$ cat src/rtl/spi_pkg.sv
// Shared constants and FSM state type for the SPI level-link transmitter.
package spi_pkg;

  localparam int SPI_DATA_W      = 16;
  localparam int SPI_BIT_CNT_W   = 5;
  localparam int SPI_MIN_CLK_DIV = 2;
  localparam int SPI_MIN_CS_GAP  = 4;

  typedef enum logic [2:0] {
    ST_IDLE,
    ST_SETUP,
    ST_SHIFT_HI,
    ST_SHIFT_LO,
    ST_HOLD,
    ST_GAP
  } spi_tx_state_t;

  function automatic int spi_max(input int a, input int b);
    return (a > b) ? a : b;
  endfunction

endpackage

$ cat src/rtl/spi_phase_tick.sv
// Phase timer: reloadable down-counter that emits a single-cycle tick when the
// loaded count has fully elapsed; it stays quiet until loaded again.
module spi_phase_tick
  import spi_pkg::*;
#(
  parameter int CNT_W = 2
) (
  input  logic             clk,
  input  logic             rst_n,
  input  logic             i_load,
  input  logic [CNT_W-1:0] i_load_val,
  output logic             o_tick
);

  logic [CNT_W-1:0] r_cnt;
  logic             r_run;

  assign o_tick = r_run && (r_cnt == '0);

  always_ff @(posedge clk or negedge rst_n) begin
    if (!rst_n) begin
      r_cnt <= '0;
      r_run <= 1'b0;
    end else if (i_load) begin
      r_cnt <= i_load_val;
      r_run <= 1'b1;
    end else if (o_tick) begin
      r_run <= 1'b0;
    end else if (r_cnt != '0) begin
      r_cnt <= r_cnt - 1'b1;
    end
  end

endmodule

$ cat src/rtl/spi_level_tx.sv
// SPI mode-0 master transmitter for the PWM-level link (MSB first, cs_n gap after each frame).
// Optional build macro SPI_TX_DEDUP_EN: drop words equal to the last word actually sent.
module spi_level_tx
  import spi_pkg::*;
#(
  parameter int DATA_W  = SPI_DATA_W,
  parameter int CLK_DIV = 4,
  parameter int CS_GAP  = 4
) (
  input  logic              clk,
  input  logic              rst_n,
  input  logic [DATA_W-1:0] tx_data,
  input  logic              tx_valid,
  output logic              tx_ready,
  output logic              cs_n,
  output logic              sclk,
  output logic              sdo,
  output logic              busy,
  output logic              done
);

  localparam int CNT_W = $clog2(spi_max(CLK_DIV, CS_GAP));
  localparam logic [CNT_W-1:0] DIV_RELOAD = CNT_W'(CLK_DIV - 1);
  localparam logic [CNT_W-1:0] GAP_RELOAD = CNT_W'(CS_GAP - 1);
  localparam logic [SPI_BIT_CNT_W-1:0] LAST_BIT = SPI_BIT_CNT_W'(DATA_W - 1);

  if (CLK_DIV < SPI_MIN_CLK_DIV) begin : g_bad_clk_div
    $error("spi_level_tx: CLK_DIV must be >= %0d", SPI_MIN_CLK_DIV);
  end
  if (CS_GAP < SPI_MIN_CS_GAP) begin : g_bad_cs_gap
    $error("spi_level_tx: CS_GAP must be >= %0d", SPI_MIN_CS_GAP);
  end
  if (DATA_W != SPI_DATA_W) begin : g_bad_data_w
    $error("spi_level_tx: DATA_W must be %0d", SPI_DATA_W);
  end

  spi_tx_state_t            r_state, w_state_next;
  logic [DATA_W-1:0]        r_shift, w_shift_next;
  logic [SPI_BIT_CNT_W-1:0] r_bit_cnt, w_bit_cnt_next;
  logic                     r_cs_n, w_cs_n_next;
  logic                     r_sclk, w_sclk_next;
  logic                     r_sdo, w_sdo_next;
  logic                     r_done, w_done_next;
  logic                     w_load;
  logic [CNT_W-1:0]         w_load_val;
  logic                     w_tick;
  logic                     w_dup;
  logic                     w_accept;

  spi_phase_tick #(.CNT_W(CNT_W)) u_phase_tick (
    .clk        (clk),
    .rst_n      (rst_n),
    .i_load     (w_load),
    .i_load_val (w_load_val),
    .o_tick     (w_tick)
  );

  assign tx_ready = (r_state == ST_IDLE);
  assign busy     = (r_state != ST_IDLE);
  assign cs_n     = r_cs_n;
  assign sclk     = r_sclk;
  assign sdo      = r_sdo;
  assign done     = r_done;
  assign w_accept = tx_valid && tx_ready;

`ifdef SPI_TX_DEDUP_EN
  logic [DATA_W-1:0] r_word;
  logic [DATA_W-1:0] r_last_sent;

  assign w_dup = (tx_data == r_last_sent);

  // last_sent follows only frames that really reached the receiver
  always_ff @(posedge clk or negedge rst_n) begin
    if (!rst_n) begin
      r_word      <= '0;
      r_last_sent <= '0;
    end else begin
      if (w_accept && !w_dup) begin
        r_word <= tx_data;
      end
      if (r_state == ST_HOLD && w_tick) begin
        r_last_sent <= r_word;
      end
    end
  end
`else
  assign w_dup = 1'b0;
`endif

  always_comb begin
    w_state_next   = r_state;
    w_shift_next   = r_shift;
    w_bit_cnt_next = r_bit_cnt;
    w_cs_n_next    = r_cs_n;
    w_sclk_next    = r_sclk;
    w_sdo_next     = r_sdo;
    w_done_next    = 1'b0;
    w_load         = 1'b0;
    w_load_val     = DIV_RELOAD;

    case (r_state)
      ST_IDLE: begin
        // r_shift keeps the not-yet-driven bits left-aligned; the MSB goes out now
        if (w_accept && !w_dup) begin
          w_state_next   = ST_SETUP;
          w_shift_next   = {tx_data[DATA_W-2:0], 1'b0};
          w_bit_cnt_next = '0;
          w_cs_n_next    = 1'b0;
          w_sclk_next    = 1'b0;
          w_sdo_next     = tx_data[DATA_W-1];
          w_load         = 1'b1;
        end
      end
      ST_SETUP: begin
        if (w_tick) begin
          w_state_next = ST_SHIFT_HI;
          w_sclk_next  = 1'b1;
          w_load       = 1'b1;
        end
      end
      ST_SHIFT_HI: begin
        if (w_tick) begin
          w_sclk_next = 1'b0;
          w_load      = 1'b1;
          if (r_bit_cnt == LAST_BIT) begin
            w_state_next = ST_HOLD;
          end else begin
            w_state_next   = ST_SHIFT_LO;
            w_sdo_next     = r_shift[DATA_W-1];
            w_shift_next   = {r_shift[DATA_W-2:0], 1'b0};
            w_bit_cnt_next = r_bit_cnt + 1'b1;
          end
        end
      end
      ST_SHIFT_LO: begin
        if (w_tick) begin
          w_state_next = ST_SHIFT_HI;
          w_sclk_next  = 1'b1;
          w_load       = 1'b1;
        end
      end
      ST_HOLD: begin
        if (w_tick) begin
          w_state_next = ST_GAP;
          w_cs_n_next  = 1'b1;
          w_sdo_next   = 1'b0;
          w_done_next  = 1'b1;
          w_load       = 1'b1;
          w_load_val   = GAP_RELOAD;
        end
      end
      ST_GAP: begin
        if (w_tick) begin
          w_state_next = ST_IDLE;
        end
      end
      default: begin
        w_state_next = ST_IDLE;
        w_cs_n_next  = 1'b1;
        w_sclk_next  = 1'b0;
        w_sdo_next   = 1'b0;
      end
    endcase
  end

  always_ff @(posedge clk or negedge rst_n) begin
    if (!rst_n) begin
      r_state   <= ST_IDLE;
      r_shift   <= '0;
      r_bit_cnt <= '0;
      r_cs_n    <= 1'b1;
      r_sclk    <= 1'b0;
      r_sdo     <= 1'b0;
      r_done    <= 1'b0;
    end else begin
      r_state   <= w_state_next;
      r_shift   <= w_shift_next;
      r_bit_cnt <= w_bit_cnt_next;
      r_cs_n    <= w_cs_n_next;
      r_sclk    <= w_sclk_next;
      r_sdo     <= w_sdo_next;
      r_done    <= w_done_next;
    end
  end

endmodule
$ cat config.mk
export PLATFORM = sky130hd
export DESIGN_NAME = spi_level_tx
export DESIGN_NICKNAME = d
export VERILOG_FILES = /design/src/rtl/spi_pkg.sv /design/src/rtl/spi_phase_tick.sv /design/src/rtl/spi_level_tx.sv
export SDC_FILE = /design/constraint.sdc
export NUM_CORES = 1
export LEC_CHECK = 0
export ABC_AREA = 1
export CORE_MARGIN = 2
export CORE_UTILIZATION = 53
export CTS_CLUSTER_SIZE = 12
export DETAILED_ROUTE_END_ITERATION = 7
export PLACE_DENSITY = 0.85
export SETUP_SLACK_MARGIN = 0.05
export SYNTH_ARGS = -nofsm -noshare
export SYNTH_HDL_FRONTEND = slang
export SYNTH_SLANG_ARGS = --single-unit
$ cat constraint.sdc
create_clock -name clk -period 1.8 [get_ports clk]
set_input_delay 0.36 -clock clk [delete_from_list [all_inputs] [get_ports clk]]
set_output_delay 0.36 -clock clk [all_outputs]
set_load 0.01 [all_outputs]
==> results by group <==
Run status
  – Result of the run: finished, final reports clean

STA
  – # setup viols final: 0
  – Tmin final: 1.70 ns
  – Slew at the pin closest to its max-slew limit: 0.363 ns
  – Count of pins over their slew limit: 0
  – Worst clock skew: approximately 0.012 ns
  – PnR worst setup slack: between 0.1 and 0.15 ns
  – Unrepaired setup endpoints after global routing: true
  – Final number of hold-violating endpoints: 0
  – Fmax: between 500 and 600 MHz
  – Slew HR: 75.8%
  – Period utilization: 94.4%

Worst setup path
  – Kind of launch point of the worst setup path: flop
  – Critical path class: reg -> reg
  – CP required: 1.99 ns
  – Worst Path Max Fanout: 11
  – Register-to-Register Setup Slack: 0.10 ns
  – Arrival @ worst endpoint: 1.89 ns
  – Highest-delay cell along the critical path: sky130_fd_sc_hd__dfrtp_1
  – Cells along the critical path: ha_2, nand2_1, nor2_1, ha_2, inv_2, nand2_2, nand2_2, inv_4, nor2_8, clkbuf_16, o21ai_0
  – Critical Path Sink Type: flop
  – Delay of the slowest cell on the worst path: between 0.4 and 0.5 ns

Job
  – Max-capacitance violation count: 0

GRT
  – Met1 Use GR: 25.9%
  – Grt peak-use layer: met2
  – Total gr overflow: 0
  – Vias in the first global route: 1,289
  – Met2 Resource Use GR: 32.1%
  – Met3 Usage GRT: between 5 and 6%
  – Number of antenna violations at the first check in global routing: 0
  – Total routing resource utilization after global routing: 20.5%
  – Largest net degree at the start of global routing: 34
  – Wire length of the first global-routing pass: around 5.4 mm

Clock network
  – Clock Path Buffers: 2
  – Worst-skew pair later-pin latency: approximately 0.31 ns
  – Master cell of the clock root buffer: sky130_fd_sc_hd__clkbuf_4
  – Number of levels in the clock H-tree: 2
  – Clock transition time at the flip-flop clock pins of the worst setup and hold paths: 0.09 ns
  – Cts hold-fix bufs: 0
  – Sink count of the clock tree: 30
  – Number of CTS-inserted buffers: 5
  – Clock tree from TritonCTS: done

Logic synthesis
  – Warnings, synthesis: 0
  – Synthesized cell area: between 1500 and 2000 µm²
  – Async SR Flop Fraction: 100%
  – Area leader, netlist: sky130_fd_sc_hd__dfrtp_1
  – Sequential fraction of the synthesis area: 47.3%
  – Post-synthesis instance total: 211
  – Flip-flop cell with the highest count after synthesis: sky130_fd_sc_hd__dfrtp_1
  – Total nets after synthesis: 233
  – Portion of synthesized cell area occupied by the leading cell type: 45.7%
  – Largest cells by area after synthesis: sky130_fd_sc_hd__dfrtp_1, sky130_fd_sc_hd__nand2_1, sky130_fd_sc_hd__o21ai_0
  – Post-synthesis cell type count: 22
  – Synthesized flop and latch total: 30
  – EDFF count, synth: 0
  – Mean area per synthesized cell: 7.53 µm²

Drt
  – DR pass1 iterations: 4
  – Via count: between 1,000 and 1,500
  – Post-Route WL: 3.41 mm
  – DRC errors left: 0
  – Average wire length per cell after detail routing: 12.2 µm
  – Vias per inst: 5.24
  – Final ANT Viol Nets: 0
  – Number of DRC markers in iteration 0: 83

Floorplanning
  – Number of ports placed on the die boundary: 25
  – Initial core utilization: 56.6%
  – Floorplan die height: approximately 60 µm
  – Area enclosed by the die boundary: 3450 µm²
  – Number of placement rows: 19
  – Die width: 58.8 µm
  – Area of the placeable core: 2810 µm²

Layout
  – Filler-free cell count of the finished design: 279
  – Most common cell after layout, fill and taps aside: sky130_fd_sc_hd__nand2_1
  – Nets: 269
  – Most frequent cells in the layout: sky130_fd_sc_hd__nand2_1, sky130_fd_sc_hd__dfrtp_1, sky130_fd_sc_hd__inv_1, sky130_fd_sc_hd__o21ai_0, sky130_fd_sc_hd__clkdlybuf4s50_1
  – Proportion of layout cells with a drive suffix above 1: 16.5%
  – Area growth, synth to finish: 28.3%
  – Final antenna diode count: 0

Placement
  – Buffers on Ports: 24
  – Setup slack after placement: 0.0662 ns
  – Final GP Congestion: roughly 0.86
  – Placed instance count: 266
  – Post-detail-place hpwl: ~2.2 mm

Power and ir drop
  – Max IR drop VDD: roughly 870 µV
  – Cell Pwr Density: 1440 nW/µm²
  – Leakage component of the power: 1.03 nW

Hold path
  – Type of the worst min-delay path: in -> async
cell type report:
| class | count | area, µm² |
|---|---|---|
| timing repair buffer | 35 | 367 |
| clock buffer | 8 | 48.8 |
| inverter | 30 | 115 |
| tap | 31 | 38.8 |
| multi-input combinational | 145 | 716 |
| sequential | 30 | 753 |
| fill | 221 | 767 |
where the power goes:
part | leakage (nW) | internal (mW) | switching (mW) | total, mW
logic | 0.630 | 0.644 | 0.869 | 1.51
registers | 0.376 | 0.944 | 0.104 | 1.05
clock network | 0.0265 | 0.156 | 0.213 | 0.369
total | 1.03 | 1.74 | 1.19 | 2.93
final timing paths:
check,from,end,cells after the start
setup / recovery,r_bit_cnt[1],r_shift[9],11
hold / removal,rst_n,u_phase_tick.r_cnt[1],2
setup reg to reg,r_bit_cnt[1],r_shift[9],11
hold reg to reg,r_shift[15],r_shift[15],2
max in group asynchronous,rst_n,cs_n,2
min in group clk,r_shift[15],r_shift[15],2
registers in the layout, indices dropped and copies added, names as in the netlist:
signal	count
u_phase_tick.r_cnt	2
r_bit_cnt	5
sdo	1
sclk	1
r_shift	15
u_phase_tick.r_run	1
done	1
r_state	3
cs_n	1
Yosys cell counts (2+ instances only):
cell type and n:
sky130_fd_sc_hd__nand2_1 77, sky130_fd_sc_hd__nand2_2 2, sky130_fd_sc_hd__ha_1 3, sky130_fd_sc_hd__inv_2 2, sky130_fd_sc_hd__o21ai_1 5, sky130_fd_sc_hd__nor2_1 10, sky130_fd_sc_hd__buf_6 3, sky130_fd_sc_hd__nand3_1 9
sky130_fd_sc_hd__o21ai_0 32, sky130_fd_sc_hd__inv_1 28, sky130_fd_sc_hd__dfrtp_1 29
kinds of logic after synthesis:
| logic type | count (synthesis) | share of synthesized area (%) |
|---|---|---|
| adder cells (fa/ha/maj) | 3 | 2.36 |
| flip-flops | 30 | 47.3 |
| XOR/XNOR | 2 | 1.10 |
| AND/OR/NAND/NOR | 101 | 26.5 |
| buffers and inverters | 36 | 10.1 |
| AO/OA/AOI/OAI | 39 | 12.6 |
stage by stage:
step / instance area (µm²) / utilization, % / power (mW) / hold slack [ns] / setup TNS [ns]
floorplan: 1590 / - / 1.95 / 0.0644 / 0
global placement: 1880 / 66.9 / 2.27 / 0.460 / 0
detailed placement: 1880 / 66.9 / 2.31 / 0.460 / 0
CTS: 1930 / 68.7 / 2.68 / 0.424 / 0
global route: 2040 / 72.7 / 3.20 / 0.433 / -0.0298
finish: 2040 / 72.7 / 2.93 / 0.418 / 0
critical path: cells and delay by family, from the launching register on:
kind | cells | cell delay (ns)
and+or+nand+nor | 5 | 0.40
buffers and inverters | 3 | 0.29
DFF | 1 | 0.41
adders and majority gates | 2 | 0.40
AOI/OAI and AO/OA | 1 | 0.07
per-layer routing:
layer / wire length, µm / up-vias
met2: 1680 / 50
met3: 156 / 14
met4: 115 / 0
met1: 1460 / 672
met5: 0 / -
li1: - / 727
what timing repair did:
| action | CTS | global route |
|---|---|---|
| setup endpoints to repair | 4 | 21 |
| gates resized for setup | 5 | 26 |
| cloned | 0 | 3 |
| pin swaps | 0 | 7 |
| buffers inserted | 0 | 2 |
No activity file was read; power rests on OpenSTA's default activity.
==> RTL edit 1, RTL diff (same flow settings) <==
Set the parameter `CLK_DIV` to 2 (it was 4).
--- a/src/rtl/spi_level_tx.sv
+++ b/src/rtl/spi_level_tx.sv
@@ -4,7 +4,7 @@
   import spi_pkg::*;
 #(
   parameter int DATA_W  = SPI_DATA_W,
-  parameter int CLK_DIV = 4,
+  parameter int CLK_DIV = 2,
   parameter int CS_GAP  = 4
 ) (
   input  logic              clk,
Behaviour: not the same (Yosys sat finds a counterexample within 4 cycles, from zero or initial values and one cycle with rst_n low).
==> RTL edit 1 against the unedited design <==
  * Design area up 3.2%
  * First-iteration DRC count down 30%
  * Non-clock buffer count up 1
  * Routed wire length down 6.0%
  * Worst setup slack better by 0.019 ns
  * Global-route usage down 0.40 points
  * Register-to-register slack better by 0.03 ns
  * Sequential cell count unchanged
  * Area after synthesis up 3.1%
  * Clock power up 93%
  * Count of clock-buffer cells in the layout down 2
  * Power up 24%
  * Combinational power up 22%
==> RTL edit 1: results (changes against the unedited design) <==
met2 usage 0.336 (+0.0153); slowest stage delay, CP 0.46 ns (+0.05 ns); worst hold slack 0.394 ns (-0.0243 ns); reg2reg setup slack 0.13 ns (+0.03 ns); share of layout cells above drive strength 1 0.126 (-0.0398); DR vias 1419 (-3.0%); DR iter-0 viols 58 (-30%); total CTS buffers 5 (unchanged); Slew @ Worst Pin 0.367 ns (+0.00374 ns); final core utilization 0.700 (-0.0262); Fin Clk Skew 0.0115 ns (-0.000636 ns); Adder-Cell Fraction of Synth Area 0.0229 (-0.000721); depth of the most critical reg-to-reg path 10 (-1); Critical R2R Launch r_bit_cnt[0]; Netlist cell types 25 (+14%); uppermost layer routed met4; metal3 WL 139 um (-11%); P_leak 1.05 nW (+1.4%); via/cell ratio 5.07 (-3.4%); sequential share of the synthesized area 0.459 (-0.0144); post-route clock period utilization 0.934 (-0.0104); RR Endpoint r_shift[5]; Post-Synth XOR/XNOR Area 0.0107 (-0.000337); synth top area cells dfrtp_1, nand2_1, o21ai_0; first-pass GRT wire length 5290 um (-1.7%); worst slack, placed 0.0815 ns (+0.0154 ns); vias in the first global route 1279 (-0.78%); GRT Util Overall 0.201 (-0.00401); GPL Wtd Cong 0.887 (+3.0%); drt total wl 3210 um (-6.0%); routed wl met2 1600 um (-4.6%); dpl cell area 1940 um2 (+3.1%); clock network latency to the later pin of the worst-skew pair 0.34 ns (+0.03 ns); compound-gate portion of the synthesized area 0.137 (+0.0114); capture point of the worst path tx_ready; Commonest cells post-synth nand2_1, inv_1, dfrtp_1; # fillers 247 (+12%); final HPWL from detailed placement 2220 um (+1.3%); largest net degree at the start of global routing 32 (-5.9%); biggest regs r_shift (15), r_bit_cnt (5), r_state (3); number of nets in the layout 268 (-0.37%); # port buffers 24 (unchanged); GR Layer Usage met3 0.0590 (+0.00401); Critical path origin r_state[0]; Worst path slowest cell dfrtp_2; ANT cells 0 (unchanged); met1 Use GR 0.249 (-0.00963); Mapped Avg Cell Area 7.77 um2 (+3.1%); M1 WL 1430 um (-2.3%); crit path max fanout 4 (-7); Reg clk slew, reported paths 0.11 ns (+0.02 ns); status finished, final reports clean; Max IR drop VDD 835 uV (-4.2%); mux share of post-synthesis cell area 0 (unchanged)
[RTL edit 1: power by group]
| group | switching (mW) | internal [mW] |
|---|---|---|
| clock | 0.241 | 0.471 |
| combinational | 1.08 | 0.759 |
| sequential | 0.123 | 0.962 |
[RTL edit 1: layout make-up]
type                    instances  area [um2]  area share
inverters                      31         119      0.0565
flip-flops and latches         30         753       0.358
multi-input cells             142         721       0.343
well taps                      33        41.3      0.0196
clock inverters                 2        60.1      0.0286
repair buffers                 36         358       0.170
clock buffers                   6        51.3      0.0244
[RTL edit 1: critical path, delay by kind of cell, from the launching register on]
family | cells | cell delay [ns]
buf+inv | 2 | 0.34
flops | 1 | 0.46
simple gates | 2 | 0.19
[RTL edit 1: repair_timing]
item                       4_1_cts  5_1_grt
pin swaps                        0        1
setup buffers                    1        2
gates resized for setup          4        4
cloned                           0        1
setup endpoints to repair        3       18
==> RTL edit 2, RTL diff (same flow settings) <==
Without the edit above. `r_shift` no longer has a reset.
--- a/src/rtl/spi_level_tx.sv
+++ b/src/rtl/spi_level_tx.sv
@@ -166,7 +166,6 @@
   always_ff @(posedge clk or negedge rst_n) begin
     if (!rst_n) begin
       r_state   <= ST_IDLE;
-      r_shift   <= '0;
       r_bit_cnt <= '0;
       r_cs_n    <= 1'b1;
       r_sclk    <= 1'b0;
@@ -174,7 +173,6 @@
       r_done    <= 1'b0;
     end else begin
       r_state   <= w_state_next;
-      r_shift   <= w_shift_next;
       r_bit_cnt <= w_bit_cnt_next;
       r_cs_n    <= w_cs_n_next;
       r_sclk    <= w_sclk_next;
@@ -183,4 +181,8 @@
     end
   end
 
+  always_ff @(posedge clk) begin
+    r_shift <= w_shift_next;
+  end
+
 endmodule
Check against the original RTL: no difference found for any inputs over 10 cycles, from zero or initial values and one cycle with rst_n low; that may be too few to reach the edited logic, so the function may still have changed.
==> RTL edit 2 against the unedited design <==
  * The flow now finishes with violations (DRC)
  * Clock power grew 2%
  * Largest cell class unchanged
  * Area after synthesis is 0.24% lower
  * Routed wire length is 7.4% lower
  * Sequential cell count unchanged
  * Worst setup slack improved by 0.0031 ns
  * Design area shrank 2.6%
  * Power up 12%
==> RTL edit 2: results (changes against the unedited design) <==
Post-synth EDFFs 15 (+15); vias in the first global route 1162 (-9.9%); crit path max fanout 8 (-3); syn_nets 206 (-12%); reg2reg setup slack 0.10 ns; DR iter-0 viols 38 (-54%); P_leak 0.962 nW (-6.8%); Slew @ Worst Pin 0.235 ns (-0.128 ns); initial antenna violation count 0 (unchanged); Critical path origin r_bit_cnt[0]; RR Endpoint r_shift[10]; placed insts 240 (-9.8%); synth top area cells edfxtp_1, dfrtp_1, nand2_1; failing checks DRC; Mapped Cells 184 (-13%); post-DR wirelength/cell 12.5 um (+2.1%); depth of the most critical reg-to-reg path 9 (-2); chip width 58.7 um (-0.11%); Max IR drop VDD 1020 uV (+17%); GPL Wtd Cong 0.819 (-4.8%); asr flop ratio synth 0.500 (-0.500); final cell count without fillers 253 (-9.3%); Most used DFF post-synth edfxtp_1; CTS H-tree lvls 2 (unchanged); # DRC 1 (+1); final HPWL from detailed placement 2170 um (-1.0%); Detailed Routing Iterations Pass 1 6 (+2); Commonest cells post-synth nand2_1, edfxtp_1, dfrtp_1; share of layout cells above drive strength 1 0.216 (+0.0509); Yosys warning count 0 (unchanged); sequential share of the synthesized area 0.522 (+0.0485); Netlist cell types 27 (+23%); status complete, but fails checks
RTL edit 2: cell count changes after synthesis, sizes merged, moves of 11 or more:
| cell | delta |
|---|---|
| dfrtp | -15 |
| nand2 | +14 |
| o21ai | -29 |
| edfxtp | +15 |
| inv | -11 |
RTL edit 2: worst min-delay path by stage:
| stage | from | endpoint | slack (ns) | depth (start not counted) |
|---|---|---|---|---|
| after floorplan | rst_n | done | 0.06 | 0 |
| after global placement | cs_n | cs_n | 0.45 | 2 |
| after detailed placement | sdo | sdo | 0.46 | 2 |
| after CTS | rst_n | r_bit_cnt[1] | 0.33 | 2 |
| after global routing | rst_n | u_phase_tick.r_cnt[0] | 0.36 | 2 |
| final | rst_n | u_phase_tick.r_cnt[0] | 0.32 | 2 |
RTL edit 2: cell type report:
class / count / area [um2]
fill: 216 / 820
clock buffer: 6 / 41.3
sequential: 30 / 830
timing repair inverter: 3 / 23.8
multi-input combinational: 132 / 674
inverter: 19 / 86.3
tap: 31 / 38.8
timing repair buffer: 30 / 282
clock inverter: 2 / 10.0
RTL edit 2: cells by family (layout without fill, tap and decap cells):
| family | after synthesis | in the layout | synth area share |
|---|---|---|---|
| buffers and inverters | 22 | 60 | 0.0631 |
| flip-flops | 30 | 30 | 0.522 |
| AO/OA/AOI/OAI | 9 | 9 | 0.0308 |
| AND/OR/NAND/NOR | 118 | 118 | 0.350 |
| adder cells (fa/ha/maj) | 3 | 3 | 0.0237 |
| XOR/XNOR | 2 | 2 | 0.0111 |
RTL edit 2: critical path: stages (launching register included):
cell and delay (ns):
dfrtp_1 0.42, ha_2 0.20, nand2_2 0.07, nor2_2 0.04
ha_2 0.19, inv_2 0.05, nand2_2 0.05, nand2_2 0.07
nand3_4 0.19, clkinv_4 0.14
RTL edit 2: per-layer routing:
layer,vias to the layer above,track usage,part of all wire
met5,-,0,0
met4,0,0.117,0.026
met3,7,0.0462,0.048
met2,36,0.331,0.48
met1,588,0.247,0.44
li1,651,-,-
RTL edit 2: what timing repair did:
| action | CTS | global route |
|---|---|---|
| setup buffers | 1 | 1 |
| resized for setup | 7 | 11 |
| cloned | 0 | 3 |
| pin swaps | 0 | 4 |
| hold buffers | 0 | 0 |
| setup endpoints to repair | 18 | 19 |
| hold endpoints to repair | 0 | 0 |
RTL edit 2: per-stage QoR:
step | power (mW) | setup WS (ns) | cell area, um2
2_1_floorplan | 2.40 | 0.136 | 1590
3_3_place_gp | 2.73 | 0.0660 | 1870
3_5_place_dp | 2.82 | 0.0107 | 1870
5_1_grt | 3.55 | 0.0337 | 1990
4_1_cts | 3.19 | 0.0527 | 1930
6_report | 3.30 | 0.104 | 1990
RTL edit 2: report_power, final:
group | switching (mW) | internal (mW)
registers | 0.138 | 1.14
logic | 1.09 | 0.556
clock network | 0.230 | 0.148
